## config.mk

```make
export PLATFORM = sky130hd
export DESIGN_NAME = ml_param_ram
export DESIGN_NICKNAME = d
export VERILOG_FILES = /design/src/rtl/ml_param_ram.sv
export SDC_FILE = /design/constraint.sdc
export NUM_CORES = 1
export LEC_CHECK = 0
export CORE_AREA = 4 4 78 80
export CTS_CLUSTER_DIAMETER = 50
export DETAILED_ROUTE_END_ITERATION = 7
export DIE_AREA = 0 0 82 84
export HOLD_SLACK_MARGIN = 0.03
export PLACE_DENSITY = 0.82
export SLEW_MARGIN = 10
export SYNTH_ARGS = -nofsm -noshare
export SYNTH_HDL_FRONTEND = slang
export SYNTH_SLANG_ARGS = --single-unit
```

## constraint.sdc

```tcl
create_clock -name CLOCK_50 -period 3.1 [get_ports CLOCK_50]
set_clock_uncertainty 0.2 [all_clocks]
set_input_delay 0.31 -clock CLOCK_50 [delete_from_list [all_inputs] [get_ports CLOCK_50]]
set_output_delay 0.31 -clock CLOCK_50 [all_outputs]
set_load 0.02 [all_outputs]
```

## src/rtl/ml_param_ram.sv

```systemverilog
// ml_param_ram
// Parameter RAM with one write port and one registered read port.
// Its contents can be zeroed by a hardware sweep that writes one word per
// cycle. The sweep runs after every reset and after every clr request. This
// means the storage array never needs an asynchronous reset.
//
// Ports
//   CLOCK_50 : sole clock; all state changes on the rising edge
//   rst_n    : asynchronous active-low reset; after release a full sweep runs
//   clr      : single-cycle request to zero every word (ignored while busy)
//   we       : write enable
//   waddr    : write address
//   din      : write data
//   re       : read request
//   raddr    : read address
//   dout     : registered read data; holds its value when rvalid is low
//   rvalid   : one-cycle strobe for each accepted read
//   busy     : clear sweep in progress
//   werr     : sticky flag, set when a write was dropped (busy, clr or out of range)
module ml_param_ram #(
    parameter int DATA_W = 4,
    parameter int DEPTH  = 16,
    parameter int ADDR_W = 4
) (
    input  logic              CLOCK_50,
    input  logic              rst_n,
    input  logic              clr,
    input  logic              we,
    input  logic [ADDR_W-1:0] waddr,
    input  logic [DATA_W-1:0] din,
    input  logic              re,
    input  logic [ADDR_W-1:0] raddr,
    output logic [DATA_W-1:0] dout,
    output logic              rvalid,
    output logic              busy,
    output logic              werr
);

    typedef enum logic {
        IDLE,
        CLEAR
    } state_t;

    // The extra bit lets DEPTH == 2**ADDR_W be compared without overflow.
    localparam logic [ADDR_W:0]   DEPTH_EXT = (ADDR_W+1)'(DEPTH);
    localparam logic [ADDR_W-1:0] LAST_WORD = ADDR_W'(DEPTH - 1);

    logic [DATA_W-1:0] mem [DEPTH];

    state_t            state;
    state_t            state_next;
    logic [ADDR_W-1:0] sweep_cnt;

    logic              sweep_last;
    logic              waddr_ok;
    logic              raddr_ok;
    logic              wr_accept;
    logic              wr_drop;
    logic              mem_we;
    logic [ADDR_W-1:0] mem_waddr;
    logic [DATA_W-1:0] mem_wdata;
    logic              rd_cleared;
    logic [DATA_W-1:0] rd_data;

    always_ff @(posedge CLOCK_50 or negedge rst_n) begin
        if (!rst_n) begin
            state <= CLEAR;
        end else begin
            state <= state_next;
        end
    end

    // Next-state logic and the control terms shared by the write and read paths.
    // A write in the same cycle as clr is dropped, so clr takes priority.
    always_comb begin
        state_next = state;
        waddr_ok   = ({1'b0, waddr} < DEPTH_EXT);
        raddr_ok   = ({1'b0, raddr} < DEPTH_EXT);
        sweep_last = (state == CLEAR) && (sweep_cnt == LAST_WORD);
        wr_accept  = (state == IDLE) && we && !clr && waddr_ok;
        wr_drop    = we && !wr_accept;

        case (state)
            IDLE:    if (clr)        state_next = CLEAR;
            CLEAR:   if (sweep_last) state_next = IDLE;
            default: state_next = CLEAR;
        endcase
    end

    // The sweep counter wraps to 0 on its last word. This keeps it from ever
    // addressing past DEPTH-1, and the next sweep then starts at word 0.
    always_ff @(posedge CLOCK_50 or negedge rst_n) begin
        if (!rst_n) begin
            sweep_cnt <= '0;
        end else if (state == CLEAR) begin
            sweep_cnt <= sweep_last ? '0 : sweep_cnt + 1'b1;
        end else begin
            sweep_cnt <= '0;
        end
    end

    // Only one source writes the array: the sweep while clearing, or a
    // user write while idle. Writes are blocked while reset is held, so
    // inputs applied during reset cannot disturb the contents.
    always_comb begin
        mem_we    = 1'b0;
        mem_waddr = waddr;
        mem_wdata = din;
        if (state == CLEAR) begin
            mem_we    = rst_n;
            mem_waddr = sweep_cnt;
            mem_wdata = '0;
        end else if (wr_accept) begin
            mem_we = rst_n;
        end
    end

    always_ff @(posedge CLOCK_50) begin
        if (mem_we) begin
            mem[mem_waddr] <= mem_wdata;
        end
    end

    // Reads are read-first. During a sweep, any word at or below the sweep
    // pointer reads as zero, even if the sweep clears it on this same edge.
    always_comb begin
        rd_cleared = (state == CLEAR) && (raddr <= sweep_cnt);
        rd_data    = '0;
        if (raddr_ok && !rd_cleared) begin
            rd_data = mem[raddr];
        end
    end

    always_ff @(posedge CLOCK_50 or negedge rst_n) begin
        if (!rst_n) begin
            dout   <= '0;
            rvalid <= 1'b0;
            werr   <= 1'b0;
        end else begin
            rvalid <= re;
            if (re) begin
                dout <= rd_data;
            end
            if (wr_drop) begin
                werr <= 1'b1;
            end
        end
    end

    assign busy = (state == CLEAR);

endmodule

```

Word-level counts from Yosys, hierarchy flattened

Memory sizes are Yosys's and may differ from the RTL's.
Cells that the tools add are included.

Flip-flop bits (word level): 11
Bits in writable memories: 64
Input bits: 17
Output and inout port bits: 7
Word-level logic and storage cells: 29
Memories kept: 1

Add/sub/neg operators: 1
$lt $le $gt $ge: 1
Equality and inequality tests: 1
Mux-type cells: 12
Bitwise logic cells: 1
Reduce and logical (&&, ||, !) cells: 7

Memory list:

| name | words | bits a word | read ports | clocked after Yosys merged registers in | write ports | line | source |
|---|---|---|---|---|---|---|---|
| mem  | 16    | 4           | 1          | 0                                       | 1           | 48   | `logic [DATA_W-1:0] mem [DEPTH];` |

Operator list:

| operator                                     | number |
|---|---|
| two-way mux 4 bit                            | 5 |
| two-way mux 1 bit                            | 6 |
| logical AND 1 bit                            | 5 |
| adder 4 x 1 -> 4 bit (second input constant) | 1 |
| equality test 4 bit (second input constant)  | 1 |
| less-or-equal comparator 4 bit               | 1 |
| logical NOT 1 bit                            | 2 |
| case mux 1 bit (2 select lines)              | 1 |
| NOT 1 bit                                    | 1 |

Longest topological paths before layout

Word-level depth: 7
Depth in mapped cells: 8
Mapped depth without buffers: 6

Least setup slack after synthesis

No wires, ideal clock.

Path kind: register to register
Start point: register state, in the netlist busy
End point: memory mem[12][0], enable pin
Arrival time: 1515 ps
Path slack: 1056 ps
Stages on the path, launching flop included: 5
Path buffers: 1
Clock period less this slack: 2044 ps
Path through: dfstp_2 > buf_2 > mux2i_1 > o211ai_1 > nor2_1

Word-level cells in the longest chain between the ends: 7
Elaborated cells between the ends (all ways): 8
Classes of those cells: mux (5); bitwise (1); reduce/logical (2)

Ends and longest elaborated chain:

| what                                    | line | source |
|---|---|---|
| from (decl)                             | 50   | `state_t state;` |
| from (signal assigned)                  | 69   | `state <= state_next;` |
| NOT 1 bit                               | 80   | `wr_accept = (state == IDLE) && we && !clr && waddr_ok;` |
| logical AND 1 bit (2 in series)         | 80   |  |
| two-way mux 1 bit                       | 113  | `end else if (wr_accept) begin` |
| two-way mux 1 bit                       | 109  | `if (state == CLEAR) begin` |
| two-way mux 1 bit                       | 119  | `if (mem_we) begin` |
| two-way mux 1 bit (not written as such) | 120  | `mem[mem_waddr] <= mem_wdata;` |
| to (decl)                               | 48   |  |

Parallel ways exist; a longest one is shown, timed or not.

Worst setup path after layout

Start point: register state, in the netlist busy
End point: memory mem[10][2], enable pin

The elaborated chain is that of the path after synthesis.

==> key figures <==
Clock tree
  • # resized after CTS: 0
  • Post-CTS setup repair buffer count: 0
  • H-Tree Depth: 3
  • Max clock buf depth: 2
  • Clk root buf: clkbuf_8
  • Skew-Pair Late Insertion Delay: 350 ps
  • Clock sink count: 75
  • TritonCTS clock tree: yes
  • Hold Buf Count CTS: 0
  • Clk slew on worst S/H paths: 70 ps
  • TritonCTS Buffers: 9

Critical path
  • Worst-path fanout max: 25
  • CP endpoint kind: register
  • Startpoint Class: register
  • WP data arrival: 2170 ps
  • CP required: 2900 ps
  • Critical path class: register to register
  • Worst Reg2Reg Path Length in Cells: 4

Global routing
  • Grt total ovfl: 0
  • Met1 Use GR: 0.288
  • GR Layer Usage met3: 0.0583
  • Vias in the first global route: 1878
  • Met2 Use GR: 0.318
  • Initial antenna violation count: 0
  • Top Usage Layer GRT: met2
  • GRT Util Overall: 0.213
  • Largest net degree at the start of global routing: 26
  • First-pass GRT wire length: 10200 um

Timing
  • Final hold vios: 0
  • Setup Viol. Count Final: 0
  • Period Utilization, post-route: 0.765
  • Unrepaired setup endpoints after global routing: false
  • Maximum clock frequency: 422 MHz
  • Final setup TNS: 0 ps
  • Worst hold slack: 101 ps
  • Relative slew slack: 0.431
  • Slew Viols, Final: 0
  • Min Tclk post-route: 2370 ps
  • Worst-margin pin slew: 852 ps

Finish
  • Final core occ: 0.703
  • Area of the multi-input gates: 995 um2
  • Area Growth Syn to Fin: 15.7%
  • Most frequent cells in the layout: 64 x edfxtp_1, 25 x nor2_1, 23 x clkdlybuf4s50_1
  • Number of diodes: 0
  • Reg area: 2200 um2
  • Fill cells: 344
  • Nets: 264
  • Commonest non-fill, non-tap cell in the layout: edfxtp_1
  • Fraction of layout cells with a size suffix above 1: 0.167

Die
  • Rows: 27
  • Die X: 82 um
  • Full die area: 6890 um2
  • Starting density of the core: 0.608
  • Core area: 5410 um2
  • I/O Pins: 24
  • Die height: 84 um

Detailed routing
  • DR vias: 1866
  • Final ANT Viol Nets: 0
  • DRC violations left: 0
  • Wire per inst: 20.5 um
  • Routed wire length: 6530 um
  • Initial DRC count: 168
  • Pre-antenna DRT Iters: 4
  • Vias per Instance: 5.87

Status
  • Status: finished clean

Power
  • Peak supply drop: 0.000601 V
  • Leak Pwr: 1.34 nW
  • Total chip power: 2.75 mW
  • Pwr dens: 723 nW/um2

Yosys
  • Primary FF master, synth: edfxtp_1
  • Post-synth EDFFs: 64
  • Register bit total from synthesis: 75
  • Synth Instances: 208
  • Async set or reset register ratio after synthesis: 0.147
  • Yosys cell types: 41
  • Synthesized area per cell: 15.8 um2
  • Ys Warns: 0
  • Seq/Total Area, Yosys: 0.669
  • Mapped Nets: 230
  • Mapped cell area: 3290 um2

Placed design
  • Routability cong.: 0.872
  • IO Port Bufs: 23
  • HPWL Detailed: 4780 um

Run
  • # Max-Cap Violations: 0

Min path
  • Worst hold path class: input pin to async pin
## through the flow
step	worst slack, ps	std cells	area [um2]
floorplan	1060	208	3290
global placement	675	303	3600
detailed placement	659	303	3600
CTS	726	318	3800
global route	559	318	3800
finish	729	318	3800
## Yosys cell counts, types with 2 or more instances
cell type	count	area, um2
nand2_1	5	18.8
dfrtp_1	10	250
nand2b_1	8	50.1
buf_6	3	33.8
a21oi_1	2	10.0
buf_2	2	10.0
a22oi_1	3	22.5
o221ai_1	3	26.3
mux4_2	6	135
mux2_2	7	78.8
a31oi_1	2	12.5
nor2b_1	6	37.5
edfxtp_1	64	1920
and2_1	4	25.0
inv_1	6	22.5
o41ai_2	3	48.8
ha_1	5	62.6
nor3_1	3	15.0
mux4_1	3	78.8
mux2i_1	9	90.1
nand3_1	5	25.0
nor2_1	25	93.8
a21boi_0	2	15.0
o21ai_0	5	25.0
## critical path: stages, from the launching register on
cell and delay (ps):
dfstp_2 800, nor2b_1 260, o21ai_0 110, or2_1 270, nor2_1 380
## per-layer routing
metal  vias to the layer above  wire (um)
li1                        873          -
met1                       914       2730
met2                        59       3200
met3                        20        442
met4                         0        157
met5                         -          0
## layout make-up
class / instances / share of cell area
clock buffers: 9 / 0.0326
multi-input cells: 119 / 0.262
well taps: 72 / 0.0237
repair buffers: 31 / 0.0764
clock inverters: 6 / 0.0214
inverters: 6 / 0.00592
flip-flops and latches: 75 / 0.578
## sequential cells by signal, indices dropped and copies added, names as in the netlist
register	cells
rvalid	1
dout	4
mem	64
werr	1
busy	1
sweep_cnt	4
## cell families after synthesis
logic type,Yosys count,synth area share
AOI/OAI and AO/OA,27,0.0678
xor gates and xnor gates,1,0.00267
adders and majority gates,5,0.0190
buffers and inverters,14,0.0282
DFF,75,0.669
muxes,25,0.117
and+or+nand+nor,61,0.0967
## final timing paths
| path | from | end | slack, ps |
|---|---|---|---|
| setup / recovery | busy | mem[10][2] | 730 |
| hold / removal | rst_n | sweep_cnt[0] | 100 |
| setup reg to reg | busy | mem[10][2] | 730 |
| hold reg to reg | werr | werr | 270 |
| max in group asynchronous | rst_n | busy | 2370 |
| min in group CLOCK_50 | werr | werr | 270 |
## power breakdown
part           internal, mW  switching [mW]
registers              1.27          0.0954
clock network         0.443           0.343
logic                 0.255           0.347
total                  1.96           0.786
(Power assumes the default switching activity.)
